==> config.mk <==
export PLATFORM = sky130hd
export DESIGN_NAME = feature_map_serializer
export DESIGN_NICKNAME = d
export VERILOG_FILES = /design/src/rtl/feature_map_serializer.sv
export SDC_FILE = /design/constraint.sdc
export NUM_CORES = 1
export LEC_CHECK = 0
export CORE_MARGIN = 2
export CORE_UTILIZATION = 58
export CTS_CLUSTER_SIZE = 8
export DETAILED_ROUTE_END_ITERATION = 10
export PLACE_DENSITY = 0.76
export SYNTH_ARGS = -nofsm -noshare
export SYNTH_HDL_FRONTEND = slang
export SYNTH_SLANG_ARGS = --single-unit
==> constraint.sdc <==
create_clock -name clk -period 6 [get_ports clk]
set_input_delay 1.5 -clock clk [delete_from_list [all_inputs] [get_ports clk]]
set_output_delay 1.5 -clock clk [all_outputs]
set_load 0.01 [all_outputs]
==> src/rtl/feature_map_serializer.sv <==
// Buffers whole NUM_CHANNELS-wide feature vectors in a small FIFO and streams them out one channel per cycle
// with sof/eol/eof map markers. Optional macro FEATURE_SERIALIZER_RELU_EN zeroes negative output features.
module feature_map_serializer #(
  parameter int FEATURE_WIDTH = 16,
  parameter int NUM_CHANNELS  = 6,
  parameter int FIFO_DEPTH    = 4,
  parameter int MAP_WIDTH     = 24,
  parameter int MAP_HEIGHT    = 24
) (
  input  logic                                  clk,
  input  logic                                  rst,
  input  logic                                  i_features_valid,
  output logic                                  o_features_ready,
  input  logic [NUM_CHANNELS*FEATURE_WIDTH-1:0] i_features,
  output logic                                  o_feature_valid,
  input  logic                                  i_feature_ready,
  output logic [FEATURE_WIDTH-1:0]              o_feature,
  output logic [$clog2(NUM_CHANNELS)-1:0]       o_channel,
  output logic                                  o_sof,
  output logic                                  o_eol,
  output logic                                  o_eof,
  output logic                                  o_overflow
);

  localparam int PTRW = $clog2(FIFO_DEPTH);
  localparam int CNTW = PTRW + 1;
  localparam int CHW  = $clog2(NUM_CHANNELS);
  localparam int COLW = (MAP_WIDTH > 1) ? $clog2(MAP_WIDTH) : 1;
  localparam int ROWW = (MAP_HEIGHT > 1) ? $clog2(MAP_HEIGHT) : 1;

  localparam logic [CNTW-1:0] DEPTH_C  = CNTW'(FIFO_DEPTH);
  localparam logic [CHW-1:0]  CH_LAST  = CHW'(NUM_CHANNELS - 1);
  localparam logic [COLW-1:0] COL_LAST = COLW'(MAP_WIDTH - 1);
  localparam logic [ROWW-1:0] ROW_LAST = ROWW'(MAP_HEIGHT - 1);

  logic [NUM_CHANNELS-1:0][FEATURE_WIDTH-1:0] mem [FIFO_DEPTH];
  logic [NUM_CHANNELS-1:0][FEATURE_WIDTH-1:0] head;
  logic [FEATURE_WIDTH-1:0] sel;
  logic [PTRW-1:0] wr_ptr, rd_ptr;
  logic [CNTW-1:0] count;
  logic [CHW-1:0]  ch;
  logic [COLW-1:0] col;
  logic [ROWW-1:0] row;
  logic            ovf_q;
  logic            push, fire, pop;

  // Both sides use strict valid/ready: a transfer happens exactly in a cycle where valid && ready;
  // ready comes from the registered count only, so a full FIFO refuses a push even while it pops.
  assign o_features_ready = (count < DEPTH_C) && !rst;
  assign o_feature_valid  = (count != '0) && !rst;
  assign push = i_features_valid && o_features_ready;
  assign fire = o_feature_valid && i_feature_ready;
  assign pop  = fire && (ch == CH_LAST);

  always_ff @(posedge clk) begin
    if (push) mem[wr_ptr] <= i_features;
  end

  always_ff @(posedge clk) begin
    if (rst) begin
      wr_ptr <= '0;
      rd_ptr <= '0;
      count  <= '0;
      ch     <= '0;
      col    <= '0;
      row    <= '0;
      ovf_q  <= 1'b0;
    end else begin
      if (push) wr_ptr <= wr_ptr + 1'b1;
      if (pop)  rd_ptr <= rd_ptr + 1'b1;
      case ({push, pop})
        2'b10:   count <= count + 1'b1;
        2'b01:   count <= count - 1'b1;
        default: count <= count;
      endcase
      if (fire) ch <= pop ? '0 : ch + 1'b1;
      if (pop) begin
        if (col == COL_LAST) begin
          col <= '0;
          row <= (row == ROW_LAST) ? '0 : row + 1'b1;
        end else begin
          col <= col + 1'b1;
        end
      end
      if (i_features_valid && !o_features_ready) ovf_q <= 1'b1;
    end
  end

  assign head = mem[rd_ptr];
  assign sel  = head[ch];

`ifdef FEATURE_SERIALIZER_RELU_EN
  assign o_feature = sel[FEATURE_WIDTH-1] ? '0 : sel;
`else
  assign o_feature = sel;
`endif

  assign o_channel  = ch;
  assign o_sof      = o_feature_valid && (col == '0) && (row == '0) && (ch == '0);
  assign o_eol      = o_feature_valid && (col == COL_LAST) && (ch == CH_LAST);
  assign o_eof      = o_eol && (row == ROW_LAST);
  assign o_overflow = ovf_q && !rst;

endmodule

### Yosys cells after proc, flatten, opt, wreduce, memory -nomap -nowiden

Memories as Yosys holds them, arrays and structs flattened. A register that Yosys moved wholly into a read port is not among the register bits.
Index checks and enable logic that the tools add are counted.

* output and inout bits: 25
* memories: 1
* register bits after elaboration: 21
* bits in writable memories: 384

* $add $sub $neg: 7
* mux-type cells: 10
* equality and inequality tests: 5
* reductions and logical operators: 21
* $lt $le $gt $ge: 2

Memory list
* mem: words 4, bits a word 96, rd ports 1, clocked after Yosys merged registers in 1, wr ports 1, RTL line 36 `logic [NUM_CHANNELS-1:0][FEATURE_WIDTH-1:0] mem [FIFO_DEPTH];`

Operators with widths (number)
* 16-bit binary-select mux with 3-bit select: 1
* 16-bit 2-to-1 mux: 1
* 1-bit logical AND: 13
* 5-bit by 1-bit adder with 5-bit output, second input constant: 2
* 5-bit == test, second input constant: 2
* 5-bit logical NOT: 2
* 5-bit 2-to-1 mux: 2
* 3-bit by 1-bit adder with 3-bit output, second input constant: 2
* 3-bit one-hot mux with 2 select lines: 1
* 2-bit by 1-bit adder with 2-bit output, second input constant: 2
* 3-bit by 4-bit less-than comparator with 1-bit output, second input constant: 1
* 2-bit 2-to-1 mux: 2
* 3-bit == test, second input constant: 1
* 3-bit logical NOT: 1
* 3-bit less-than comparator, second input constant: 1
* 3-bit 2-to-1 mux: 1
* 3-bit nonzero test: 1
* 3-bit by 1-bit subtractor with 3-bit output, second input constant: 1
* 2-bit by 1-bit == test with 1-bit output, second input constant: 1
* 2-bit == test, second input constant: 1
* 1-bit logical NOT: 2
* 1-bit 2-to-1 mux: 2
* 2-bit AND reduction: 1
* 2-bit nonzero test: 1

### Depth between registers and ports, before layout

Gate-level depths: netlist (run 1).

* depth in word-level cells: 6
* gate-level depth with buffers: 11
* depth with buffers taken out: 10

### Worst setup path after synthesis (run 1)

Ideal clock, no wire load.

* path type: in2reg
* start point: input rst
* end point: memory mem[0][0] (netlist name), enable pin
* required time: 5.534 ns
* library setup time: 0.466 ns
* cell stages on the path: 3
* arrival time: 4.280 ns
* buffers on the path: 1
* slack: 1.254 ns
* cell sequence: clkbuf_1 nor2_1 and3_1

* cells in the longest elaborated chain, start to end: 5

Ends and longest elaborated chain
* from (decl): RTL line 11 `input logic rst,`
* 1-bit logical NOT: RTL line 49 `assign o_features_ready = (count < DEPTH_C) && !rst;`
* 1-bit logical AND: RTL line 49
* named net o_features_ready: RTL line 13 `output logic o_features_ready,`
* 1-bit logical AND: RTL line 51 `assign push = i_features_valid && o_features_ready;`
* 1-bit 2-to-1 mux: RTL line 56 `if (push) mem[wr_ptr] <= i_features;`
* 1-bit 2-to-1 mux (implied by the code): RTL line 56
* to (decl): RTL line 36

The timed path passes the listed nets, and every way through them passes these cells.

==> run metrics, run 1 <==
outcome=finished clean; final WL=~34000 µm; Die X=about 170 µm; Yosys top cell by area=edfxtp_1; sequential power share=~52%; initial antenna violation count=0; Data arrival, critical path=roughly 3300 ps; top cell type's share of synthesized area=just over 70%; TNS Setup=0 ps; GRT overflow=0; count of final hold-check violations=0; row cnt=60; fillers=between 1500 and 2000; unrepaired setup endpoints after global routing=no; initial core utilization=59.1%; Detailed Place HPWL=20200 µm; Post-CTS Setup Bufs=0; P&R area growth vs syn=20.3%; largest net degree at the start of global routing=97; Post-synth EDFFs=~380; PD cells=~330 nW/µm²; crit path max fanout=between 40 and 50; Antenna Diode Count=0; setup slack, reg-to-reg=around 3200 ps; register area=about 12000 µm²; DIE AREA=28800 µm²; peak supply drop=about 0.27 mV; total CTS buffers=56; Root Buffer=clkbuf_16; Hold WC Path Type=reg2reg; non-filler cells, final=approximately 1400; Slew Limit Fails=0; hold_buf cts=0; share of layout cells above drive strength 1=between 10% and 20%; Die H=around 170 µm; fin crit period=about 4800 ps; RePlAce Congestion=0.782; total vias in the final route=~8600; WL/cell=24.5 µm; net switching power=0.00121 W; synthesized area=15900 µm²; Reg clk slew, reported paths=roughly 50 ps; worst setup path class=reg2out; NumNets Final=between 1000 and 1500; cell internal pwr=roughly 0.005 W; Syn Inst Count=a little under 900; TritonCTS clock tree=yes; port buffer count=124; final setup fails=0; clock latency at the later pin of the worst-skew pair=roughly 550 ps; # IOs=125; placed instance count=between 1000 and 1500; register area share after synthesis=between 70% and 80%; Synth Flop Type=edfxtp_1; switching share of total power=about 19%; Worst setup EP type=output port; most frequent cell after synthesis=edfxtp_1; Routed Antenna Nets=0; drc violations=0; Achievable Freq=208 MHz; Leak Pwr=a little under 6 nW; GRT Total Usage=around a quarter; Synth area leaders=edfxtp_1 (72%), mux2i_1 (8.3%), mux4_2 (4.5%); Gate power share=~4.6%; via count of the first global-routing pass=slightly above 9000; first-pass GRT wire length=between 50000 and 60000 µm; Worst EP required=around 4500 ps; clock share of power=43.9%; Slew HR=between 30% and 40%; Synth Area per Inst=about 18 µm²; Seq cells post-synth=about 400; post_cts resized=0; final cycle utilization of the critical path=around four fifths; Synth cell types=42; crit start category=register; synth cell count leaders=edfxtp_1 (384), mux2i_1 (132), a22oi_1 (48); via/cell ratio=approximately 6.2; Ys Warns=0; 1st-pass router iterations=5; CORE AREA=27000 µm²; ys async rst share=0%; 1st-iter DRT viols=slightly below 800; slew of the pin with the lowest slew margin=1050 ps; Post-Syn Nets=about 1000; Clock Skew=slightly below 10 ps; Max-Cap Viols=0; H-tree depth=2; area used by multi-input combinational logic=between 3000 and 4000 µm²; maximum clock path buffer count=3; Sink Count=roughly 410
-- final timing paths --
check	startpoint	end	depth (start not counted)
max	register	o_feature[2]	4
min	row[4]	row[4]	2
max reg2reg	o_channel[0]	count[2]	10
min reg2reg	row[4]	row[4]	2
-- power by group through the flow --
stage	combinational [W]	clock [W]	sequential, W
CTS	0.000285	0.00277	0.00321
global route	0.000303	0.00288	0.00321
detailed placement	0.000283	0	0.00326
global placement	0.000277	0	0.00326
finish	0.000284	0.00273	0.00321
floorplan	0.000107	0	0.00326
-- worst max-delay path, cell delays in order (launching register included) --
cell and delay [ps]:
dfxtp_4 890, mux4_2 620, o211ai_1 470, o211ai_1 220
clkdlybuf4s50_1 530
-- state kept, by name, indices dropped and copies added, names as in the netlist, named ones only --
register,cells
row,5
count,3
mem,384
ovf_q,1
col,5
wr_ptr,2
rd_ptr,2
o_channel,3
-- area by class of cell --
class / instances / area share (%)
Timing Repair Buffer: 141 / 7.60
Sequential cell: 407 / 62.6
Clock inverter: 1 / 0.0849
Clock buffer: 68 / 7.77
Inverter: 16 / 0.314
Tap cell: 341 / 2.23
Multi-Input combinational cell: 420 / 19.4
-- layer usage --
metal	vias up	share of wire [%]	global-route usage, %
met2	341	50	39.9
met5	-	0	0
met4	0	2.8	9.40
li1	3855	-	-
met3	63	6.1	3.64
met1	4383	41	32.9
-- kinds of logic after synthesis --
logic type / Yosys count / share of synthesized area [%]
flops: 407 / 75.3
mux: 165 / 12.9
simple gates: 119 / 3.59
compound gates: 117 / 5.17
buf+inv: 64 / 1.66
fa+ha+maj: 13 / 1.07
xor+xnor: 6 / 0.330
-- layout by cell type (no fill, tap or decap), types with 12 or more instances in the layout --
| cell | instances |
|---|---|
| edfxtp_1 | 384 |
| mux2i_1 | 132 |
| clkdlybuf4s50_1 | 124 |
| clkbuf_16 | 58 |
| a22oi_1 | 48 |
| mux4_2 | 32 |
| nand2_1 | 32 |
| nor2_1 | 27 |
| o211ai_1 | 24 |
| nand3_1 | 23 |
| a21oi_1 | 21 |
| dfxtp_1 | 21 |
| inv_1 | 15 |
| ha_1 | 12 |
-- metrics by stage --
| stage | setup WS (ps) | total power [W] | utilization (%) | hold slack (ps) | cell area (µm²) |
|---|---|---|---|---|---|
| global route | 1020 | 0.00640 | 71.1 | 529 | 19200 |
| global placement | 1260 | 0.00354 | 65.5 | 444 | 17600 |
| finish | 1180 | 0.00623 | 71.1 | 504 | 19200 |
| floorplan | 1250 | 0.00337 | - | 427 | 15900 |
| detailed placement | 1250 | 0.00355 | 65.5 | 490 | 17600 |
| CTS | 1160 | 0.00627 | 71.1 | 500 | 19200 |
Power figures use the tool's default switching activity.
==> run 2: changes to the inputs <==
clock period = 4.5 ns   (was 6 ns; I/O delays follow)
==> run 2 against run 1 <==
Clock-buffer cell count is 1 higher. Non-clock buffer count is 12 higher. Wire length is 0.17% lower. Via count is 0.15% lower. Combinational power is 35% higher. Clock skew is 1.5 ps lower. Worst setup slack worse by 910 ps.
==> run metrics, run 2 (same netlist as run 1, synthesis figures left out) <==
Sink Count=407 (unchanged); most frequent CP cell=buf_4 (was o211ai_1); # IOs=125 (unchanged); total vias in the final route=8629 (was 8642); unrepaired setup endpoints after global routing=no (unchanged); TritonCTS clock tree=yes (unchanged); placed instance count=1337 (was 1325); hold slack=469 ps (was 504 ps); count of final hold-check violations=0 (unchanged); setup ws final=274 ps (was 1180 ps); P&R area growth vs syn=21.1% (was 20.3%); net switching power=0.00162 W (was 0.00121 W); 1st-iter DRT viols=915 (was 793); GRT Total Usage=24.2% (was 24.1%); hold_buf cts=0 (unchanged); setup slack, reg-to-reg=1900 ps (was 3240 ps); worst slack at placement=695 ps (was 1250 ps); Achievable Freq=around 240 MHz; top flop regs=mem: 384 flops, col: 5 flops, row: 5 flops (unchanged); outcome=finished clean (unchanged); via/cell ratio=6.13 (was 6.20); largest net degree at the start of global routing=97 (unchanged); reg-to-reg startpoint=o_channel[0] (unchanged); Die H=170 µm (unchanged); post_cts resized=0 (unchanged); commonest non-fill, non-tap cell in the layout=edfxtp_1 (unchanged); slew of the pin with the lowest slew margin=979 ps (was 1050 ps); 1st-pass router iterations=5 (unchanged); Root Buffer=clkbuf_16 (unchanged); Hold EP=ovf_q (was row[4]); Max-Cap Viols=0 (unchanged); DIE AREA=28800 µm² (unchanged); port buffer count=124 (unchanged); Reg clk slew, reported paths=50 ps (about the same); CP Cell Sequence=buf_4, nor2b_2, buf_4, a221oi_1, o21ai_0, nand3_1, clkdlybuf4s50_1 (was mux4_2, o211ai_1, o211ai_1, clkdlybuf4s50_1); final cycle utilization of the critical path=a little over nine tenths; initial core utilization=59.1% (unchanged); register area=12000 µm² (unchanged); Hold WC Path Type=reg2reg (unchanged); Slew Limit Fails=0 (unchanged); crit path max fanout=36 (was 41); peak supply drop=0.326 mV (was 0.268 mV); Crit path max-delay family=buffers and inverters (was flip-flops); maximum clock path buffer count=3 (unchanged); H-tree depth=2 (unchanged); most frequent cells in the layout=edfxtp_1 (384), mux2i_1 (132), clkdlybuf4s50_1 (124) (unchanged); CP Buf/Inv Count=3 (was 1); GRT overflow=0 (unchanged); worst setup path class=reg2out (unchanged); area used by multi-input combinational logic=3700 µm² (was 3710 µm²); Post-CTS Setup Bufs=0 (unchanged); hold path depth=2 (unchanged); cell internal pwr=0.00669 W (was 0.00502 W); final WL=34100 µm (was 34200 µm); Most flops, register=mem (unchanged); switching share of total power=19.5% (about the same); CP max-delay cell=clkdlybuf4s50_1 (was dfxtp_4); Worst EP required=3380 ps (was 4500 ps); row cnt=60 (unchanged); Worst setup EP type=output port (unchanged); Clock Skew=8.39 ps (was 9.94 ps); non-filler cells, final=1407 (was 1394); fillers=1625 (was 1619); RePlAce Congestion=0.781 (was 0.782); Die X=170 µm (unchanged); share of layout cells above drive strength 1=12.5% (was 11.5%); Detailed Place HPWL=20700 µm (was 20200 µm); worst-case reg-to-reg path depth=10 (unchanged); Routed Antenna Nets=0 (unchanged); via count of the first global-routing pass=8923 (was 9089); PD cells=431 nW/µm² (was 325 nW/µm²); CORE AREA=27000 µm² (unchanged); initial antenna violation count=0 (unchanged); Slew HR=33.8% (was 30.0%); final setup fails=0 (unchanged); first-pass GRT wire length=51900 µm (was 51500 µm); RR Endpoint=count[2] (unchanged); clock latency at the later pin of the worst-skew pair=550 ps (about the same); Leak Pwr=5.97 nW (was 5.90 nW); total CTS buffers=56 (unchanged); number of flip-flops in the largest register=384 (unchanged); NumNets Final=1167 (was 1155); drc violations=0 (unchanged); fin crit period=4230 ps; Max stage delay on crit path=510 ps (was 890 ps); Data arrival, critical path=3100 ps (was 3320 ps); Antenna Diode Count=0 (unchanged); clock share of power=43.9% (about the same); Hold Path Origin=ovf_q (was row[4]); Gate power share=4.6% (about the same); sequential power share=51.5% (about the same); WL/cell=24.2 µm (was 24.5 µm); crit start category=register (unchanged); TNS Setup=0 ps (unchanged)
==> run 2: layout make-up <==
| class | instances | share of cell area (%) |
|---|---|---|
| Sequential cell | 407 | 62.2 |
| Multi-Input combinational cell | 420 | 19.2 |
| Timing Repair Buffer | 153 | 8.22 |
| Clock buffer | 69 | 7.74 |
| Tap cell | 341 | 2.21 |
| Inverter | 16 | 0.311 |
| Clock inverter | 1 | 0.0844 |
==> run 2: routing by layer <==
metal,GRT usage (%),up-vias,part of all wire (%)
li1,-,3879,-
met1,33.4,4333,41
met2,39.4,355,49
met3,5.20,62,7.6
met4,7.62,0,2.5
met5,0,-,0
==> run 2: worst max path at each step <==
stage | startpoint | end | cells after the start
6_report | register | o_feature[14] | 7
5_1_grt | register | o_feature[14] | 7
3_5_place_dp | rst | o_features_ready | 4
2_1_floorplan | rst | mem[0][0] | 3
4_1_cts | register | o_feature[14] | 7
3_3_place_gp | rst | o_features_ready | 4
==> run 2: worst min-delay path, stage by stage (launching register included) <==
cell     delay (ps)
dfxtp_1         320
a21oi_1          40
nor2_1           70
==> run 2: power groups by stage <==
stage	Clock (W)	Sequential, W	Combinational, W
floorplan	0	0.00435	0.000142
global placement	0	0.00434	0.000375
detailed placement	0	0.00435	0.000382
CTS	0.00370	0.00428	0.000385
global route	0.00385	0.00428	0.000410
finish	0.00365	0.00428	0.000382
==> run 2: through the flow <==
step / cell area, µm² / util [%] / power, W
after CTS: 19300 / 71.5 / 0.00836
after floorplan: 15900 / - / 0.00449
after global routing: 19300 / 71.5 / 0.00854
after global placement: 17800 / 65.9 / 0.00472
after detailed placement: 17800 / 65.9 / 0.00473
final: 19300 / 71.5 / 0.00831
